`src/rtl/mem_arb_pkg.sv`:
```
`default_nettype none
// +------------------------------------------------------------------+
// | mem_arb_pkg : shared types for the memory-port arbiter           |
// | Rev 1.0                                                          |
// +------------------------------------------------------------------+
package mem_arb_pkg;

  typedef enum logic [1:0] {
    IDLE  = 2'd0,
    CMD   = 2'd1,
    WDATA = 2'd2,
    RDATA = 2'd3
  } arb_state_e;

  localparam logic OWNER_I = 1'b0;
  localparam logic OWNER_D = 1'b1;

  // A single-beat line still needs one counter bit.
  function automatic int beat_cnt_width(input int beats);
    return (beats == 1) ? 1 : $clog2(beats);
  endfunction

endpackage
`default_nettype wire

```
`src/rtl/mem_arb_beat_counter.sv`:
```
`default_nettype none
// +------------------------------------------------------------------+
// | mem_arb_beat_counter : per-line beat counter with last-beat flag |
// | Rev 1.0                                                          |
// +------------------------------------------------------------------+
module mem_arb_beat_counter
  import mem_arb_pkg::*;
#(
  parameter int MEM_BEATS = 4
) (
  input  logic clk,
  input  logic reset,
  input  logic clr,
  input  logic inc,
  output logic last
);

  localparam int              CNT_W  = beat_cnt_width(MEM_BEATS);
  localparam logic [CNT_W-1:0] C_LAST = CNT_W'(MEM_BEATS - 1);

  logic [CNT_W-1:0] r_count;
  logic [CNT_W-1:0] w_count_inc;

  generate
    if (MEM_BEATS == 1) begin : g_single
      assign w_count_inc = '0;
    end else begin : g_multi
      // Power-of-two line length lets the counter wrap on its own.
      assign w_count_inc = r_count + CNT_W'(1);
    end
  endgenerate

  always_ff @(posedge clk or negedge reset) begin
    if (!reset) begin
      r_count <= '0;
    end else if (clr) begin
      r_count <= '0;
    end else if (inc) begin
      r_count <= w_count_inc;
    end
  end

  assign last = (r_count == C_LAST);

endmodule
`default_nettype wire

```
`src/rtl/mem_arbiter.sv`:
```
`default_nettype none
// +------------------------------------------------------------------+
// | mem_arbiter : I-cache / D-cache arbiter for one main-memory port |
// | Build option: MEM_ARB_RR_EN selects round-robin tie-breaking     |
// | Rev 1.0                                                          |
// +------------------------------------------------------------------+
module mem_arbiter
  import mem_arb_pkg::*;
#(
  parameter int ADDR_W    = 32,
  parameter int DATA_W    = 128,
  parameter int MEM_BEATS = 4
) (
  input  logic              clk,
  input  logic              reset,
  input  logic              ic_req_valid,
  output logic              ic_req_ready,
  input  logic [ADDR_W-1:0] ic_req_addr,
  output logic              ic_resp_valid,
  output logic              ic_resp_last,
  output logic [DATA_W-1:0] ic_resp_data,
  input  logic              dc_req_valid,
  output logic              dc_req_ready,
  input  logic              dc_req_rw,
  input  logic [ADDR_W-1:0] dc_req_addr,
  input  logic              dc_wdata_valid,
  output logic              dc_wdata_ready,
  input  logic [DATA_W-1:0] dc_wdata,
  output logic              dc_resp_valid,
  output logic              dc_resp_last,
  output logic [DATA_W-1:0] dc_resp_data,
  output logic              mem_req_valid,
  input  logic              mem_req_ready,
  output logic              mem_req_rw,
  output logic [ADDR_W-1:0] mem_req_addr,
  output logic              mem_wdata_valid,
  input  logic              mem_wdata_ready,
  output logic [DATA_W-1:0] mem_wdata,
  input  logic              mem_resp_valid,
  input  logic [DATA_W-1:0] mem_resp_data,
  output logic              busy,
  output logic              owner,
  output logic              err
);

  arb_state_e r_state;
  arb_state_e w_state_next;
  logic       r_owner;
  logic       w_owner_next;
  logic       r_err;
  logic       w_grant;
  logic       w_cnt_clr;
  logic       w_cnt_inc;
  logic       w_cnt_last;

`ifdef MEM_ARB_RR_EN
  // On a tie, hand the port to whoever did not hold it last.
  assign w_grant = (ic_req_valid && dc_req_valid) ? ~r_owner
                 : (dc_req_valid ? OWNER_D : OWNER_I);
`else
  assign w_grant = dc_req_valid ? OWNER_D : OWNER_I;
`endif

  always_ff @(posedge clk or negedge reset) begin
    if (!reset) begin
      r_state <= IDLE;
      r_owner <= OWNER_I;
      r_err   <= 1'b0;
    end else begin
      r_state <= w_state_next;
      r_owner <= w_owner_next;
      if (mem_resp_valid && (r_state != RDATA)) begin
        r_err <= 1'b1;
      end
    end
  end

  always_comb begin
    w_state_next    = r_state;
    w_owner_next    = r_owner;
    w_cnt_clr       = 1'b0;
    w_cnt_inc       = 1'b0;
    ic_req_ready    = 1'b0;
    dc_req_ready    = 1'b0;
    mem_req_valid   = 1'b0;
    mem_req_rw      = 1'b0;
    mem_req_addr    = (r_owner == OWNER_D) ? dc_req_addr : ic_req_addr;
    mem_wdata_valid = 1'b0;
    dc_wdata_ready  = 1'b0;
    ic_resp_valid   = 1'b0;
    ic_resp_last    = 1'b0;
    dc_resp_valid   = 1'b0;
    dc_resp_last    = 1'b0;
    case (r_state)
      IDLE: begin
        if (ic_req_valid || dc_req_valid) begin
          w_state_next = CMD;
          w_owner_next = w_grant;
        end
      end
      CMD: begin
        mem_req_valid = 1'b1;
        mem_req_rw    = (r_owner == OWNER_D) && dc_req_rw;
        ic_req_ready  = (r_owner == OWNER_I) && mem_req_ready;
        dc_req_ready  = (r_owner == OWNER_D) && mem_req_ready;
        if (mem_req_ready) begin
          w_cnt_clr    = 1'b1;
          w_state_next = mem_req_rw ? WDATA : RDATA;
        end
      end
      WDATA: begin
        mem_wdata_valid = dc_wdata_valid;
        dc_wdata_ready  = mem_wdata_ready;
        if (dc_wdata_valid && mem_wdata_ready) begin
          w_cnt_inc = 1'b1;
          if (w_cnt_last) begin
            w_state_next = IDLE;
          end
        end
      end
      RDATA: begin
        if (r_owner == OWNER_D) begin
          dc_resp_valid = mem_resp_valid;
          dc_resp_last  = mem_resp_valid && w_cnt_last;
        end else begin
          ic_resp_valid = mem_resp_valid;
          ic_resp_last  = mem_resp_valid && w_cnt_last;
        end
        if (mem_resp_valid) begin
          w_cnt_inc = 1'b1;
          if (w_cnt_last) begin
            w_state_next = IDLE;
          end
        end
      end
      default: w_state_next = IDLE;
    endcase
  end

  mem_arb_beat_counter #(
    .MEM_BEATS(MEM_BEATS)
  ) u_beat_counter (
    .clk  (clk),
    .reset(reset),
    .clr  (w_cnt_clr),
    .inc  (w_cnt_inc),
    .last (w_cnt_last)
  );

  assign mem_wdata    = dc_wdata;
  assign ic_resp_data = mem_resp_data;
  assign dc_resp_data = mem_resp_data;
  assign busy         = (r_state != IDLE);
  assign owner        = r_owner;
  assign err          = r_err;

endmodule
`default_nettype wire

```
`config.mk`:
```
export PLATFORM = sky130hd
export DESIGN_NAME = mem_arbiter
export DESIGN_NICKNAME = d
export VERILOG_FILES = /design/src/rtl/mem_arb_pkg.sv /design/src/rtl/mem_arb_beat_counter.sv /design/src/rtl/mem_arbiter.sv
export SDC_FILE = /design/constraint.sdc
export NUM_CORES = 1
export LEC_CHECK = 0
export ABC_CLOCK_PERIOD_IN_PS = 1950
export BUFFER_PORTS_ARGS = -buffer_cell sky130_fd_sc_hd__buf_2
export CAP_MARGIN = 5
export CORE_AREA = 2 2 292 294
export CTS_CLUSTER_SIZE = 25
export DETAILED_ROUTE_END_ITERATION = 16
export DIE_AREA = 0 0 294 296
export HOLD_SLACK_MARGIN = 0.15
export PLACE_DENSITY = 0.3
export SYNTH_ARGS = -nofsm -noshare
export SYNTH_HDL_FRONTEND = slang
export SYNTH_SLANG_ARGS = --single-unit
```
`constraint.sdc`:
```
create_clock -name clk -period 1.95 [get_ports clk]
set_input_delay 0.195 -clock clk [delete_from_list [all_inputs] [get_ports clk]]
set_output_delay 0.195 -clock clk [all_outputs]
set_load 0.05 [all_outputs]
```
==> Flow_metrics.wiki <==
{| class="wikitable"
! Metric !! Value
|-
| Antenna-violating nets left || 0
|-
| Horizontal die dimension || between 200 and 300 um
|-
| Quantity of I/O buffers inserted on ports || 117
|-
| Number of clock sinks || 6
|-
| Initial antenna violation count || 0
|-
| Netlist cell types || 31
|-
| TritonCTS clock tree || yes
|-
| Worst-margin pin slew || 0.467 ns
|-
| Share of the core filled with cells || under 10%
|-
| Post-DR wirelength/cell || 9.80 um
|-
| Final critical-path setup slack || approximately 0.09 ns
|-
| Cell with the largest stage delay on the worst path || dfrtp_1
|-
| Post-route minimum period || 1.86 ns
|-
| HPWL after detailed placement || 10.3 mm
|-
| Async SR Flop Fraction || 100%
|-
| Cells after Synth || 470
|-
| Cell count after placement || 1,288
|-
| Number of synthesized flops with an enable pin || 0
|-
| Class of the tightest hold or removal check || input port to flop
|-
| Maximum fanout count along the critical path || 16
|-
| Cell area after synthesis || 3720 um^2
|-
| Routability-driven placement congestion ratio || 0.573
|-
| Area after DPL || 2760 um^2
|-
| Cts repair resizes || 0
|-
| CTS max path bufs || 2
|-
| Number of cells in the finished layout apart from fillers || between 1k and 1.5k
|-
| Ratio of final minimum period to clock period || 95.4%
|-
| Die area || 87,000 um^2
|-
| Pre-CTS setup slack || 0.339 ns
|-
| Clk pin slew, worst setup/hold paths || 0.04 ns
|-
| Count of vias placed by the detailed router || about 1.8k
|-
| 1st-pass router iterations || 4
|-
| Total number of placement rows || 107
|-
| Sequential share of the synthesized area || 4.04%
|-
| Remaining design rule violation count || 0
|-
| Vias in the first global route || 1,913
|-
| Number of cells on the worst reg-to-reg path || 3
|-
| Critical path launch point type || flop
|-
| Cell accounting for the most synthesized area || buf_4
|-
| Worst slew slack as a fraction of its limit || ~69%
|-
| Crit-path max cell delay || between 0.6 and 0.7 ns
|-
| Cell family contributing the most delay on the critical path || flip-flops
|-
| Layout Skew || 0.00227 ns
|-
| H-Tree Depth || 1
|-
| Floorplan Core Area || around 84,000 um^2
|-
| Post-Syn Nets || 800
|-
| Avg Cell Area, Syn || 7.91 um^2
|-
| Clock root buffer || clkbuf_16
|-
| Residual overflow from global routing || 0
|-
| Hold endpoint || owner
|-
| Worst reg-to-reg setup slack || 0.66 ns
|-
| CTS buffer count || 3
|-
| Final Slew Violations || 0
|-
| Crit path arrival time || 1.66 ns
|-
| First-pass GRT wire length || ~15 mm
|-
| CP Class || flop to primary output
|-
| Crit path cell chain || and3_4, nor2b_4, and2_1, buf_2
|-
| Hold Startpoint || dc_req_valid
|-
| Total non-filler cell area in the finished layout || 2850 um^2
|-
| Insertion delay to the later sink of the worst-skew pair || roughly 0.23 ns
|-
| Fmax || 538 MHz
|-
| Largest net degree at the start of global routing || 41
|-
| Final setup fails || 0
|-
| Final number of hold-violating endpoints || 0
|-
| DRT Wirelength || 12.7 mm
|-
| Fraction of layout instances using a drive strength above 1 || 76.4%
|-
| Chip height || 296 um
|-
| Effective utilization at floorplan || 4.41%
|-
| Outcome || completed
|-
| Max-cap check violation count || 0
|-
| Total power density per cell area || 917 nW/um^2
|-
| R2R Path End || r_state[0]
|-
| FF+latch count, synth || 6
|-
| Number of stages on the worst setup path || 4
|-
| Post-CTS setup buffers || 0
|-
| GRT Total Usage || 2.51%
|-
| Average via count per standard cell || 1.37
|-
| Post-route worst hold slack || 0.243 ns
|-
| Overall power of the completed layout || 2.61 mW
|-
| Bufs and invs on worst path || 1
|-
| Setup repair after global routing missed its margin || false
|-
| Area share of the leading cell type in the synthesized netlist || between 70 and 80%
|-
| Startpoint of the lowest-slack register-to-register path || r_state[0]
|-
| Setup TNS Final || 0 ns
|-
| Critical Path End Type || primary output
|-
| Iteration-0 DRC Markers || 28
|-
| Leakage component of the power || roughly 0.84 nW
|-
| Maximum VDD drop || 0.000381 V
|-
| Top-level port count || about 760
|-
| Final-layout fill cell count || 10.0k
|-
| Total of warnings raised by yosys || 0
|-
| Data required, critical path || 1.75 ns
|-
| Growth of design area from synthesis to finish || -23.3%
|-
| Worst Hold Path Cells || 2
|-
| Most instantiated flip-flop cell in the synthesis netlist || dfrtp_1
|-
| Cell types with the largest area share after synthesis || buf_4 (78%), mux2_2 (8.2%), dfrtp_1 (4.0%)
|-
| Final nets || 534
|}
-- state kept, by name, indices dropped and copies added, names as in the netlist --
| name | cells |
|---|---|
| r_state | 2 |
| u_beat_counter.r_count | 2 |
| err | 1 |
| owner | 1 |
-- power breakdown --
part / switching, mW / internal (mW) / total, mW
clock: 0.0746 / 0.272 / 0.346
sequential: 0.0936 / 0.175 / 0.269
combinational: 1.37 / 0.629 / 2.00
total: 1.54 / 1.08 / 2.61
-- metal layers --
metal	vias up	share of wire, %	global-route usage, %
met5	-	0.73	0.776
met4	2	16	4.13
met3	158	28	3.00
met2	413	41	3.64
met1	647	14	0.874
li1	555	-	-
-- cell usage after synthesis (2+ instances only) --
master / n
nor2_1: 3
a21o_1: 2
buf_4: 385
buf_6: 2
buf_2: 3
nand3_1: 3
mux2_2: 27
mux2_1: 5
dfrtp_1: 6
a21oi_1: 3
and3b_1: 2
and3_1: 2
nand2_1: 8
and3_4: 2
-- worst max path at each step --
stage	start	end	slack [ns]
after global routing	r_state[1]	ic_resp_last	0.01
after detailed placement	r_state[1]	ic_resp_last	0.34
after global placement	r_state[1]	ic_resp_last	0.39
after floorplan	r_state[1]	ic_req_ready	0.06
after CTS	r_state[1]	ic_resp_last	0.09
final	r_state[1]	ic_resp_last	0.09
-- layout by cell type (no fill, tap or decap), drive strengths merged --
cell type    count
buf            118
mux2            32
nand2            8
dfrtp            6
clkbuf           4
and3             4
nor2             3
nand3            3
a21oi            3
and3b            2
a21o             2
nor2b            2
and2             2
a211oi           2
diode            1
inv              1
a22o             1
o21a             1
o2111ai          1
nand3b           1
o211ai           1
o21ai            1
nand4            1
o21bai           1
a22oi            1
ha               1
dlygate4sd3      1
-- final cells by class --
| class | count | area (um^2) | share of cell area [%] |
|---|---|---|---|
| inverters | 1 | 3.75 | 0.132 |
| flip-flops and latches | 6 | 151 | 5.31 |
| well taps | 1090 | 1360 | 47.8 |
| clock buffers | 4 | 78.8 | 2.77 |
| multi-input cells | 73 | 634 | 22.3 |
| repair buffers | 119 | 616 | 21.6 |
| diodes | 1 | 2.50 | 0.0878 |
-- timing repair --
action | in CTS | in global routing
endpoints found under the setup margin | 0 | 0
hold endpoints to repair | 6 | 0
hold buffers | 1 | 0
-- logic make-up after synthesis --
logic type | share of synthesized area, %
compound gates | 2.76
fa+ha+maj | 0.337
buf+inv | 78.9
flops | 4.04
mux | 9.70
simple gates | 4.28
(Power assumes the default switching activity.)
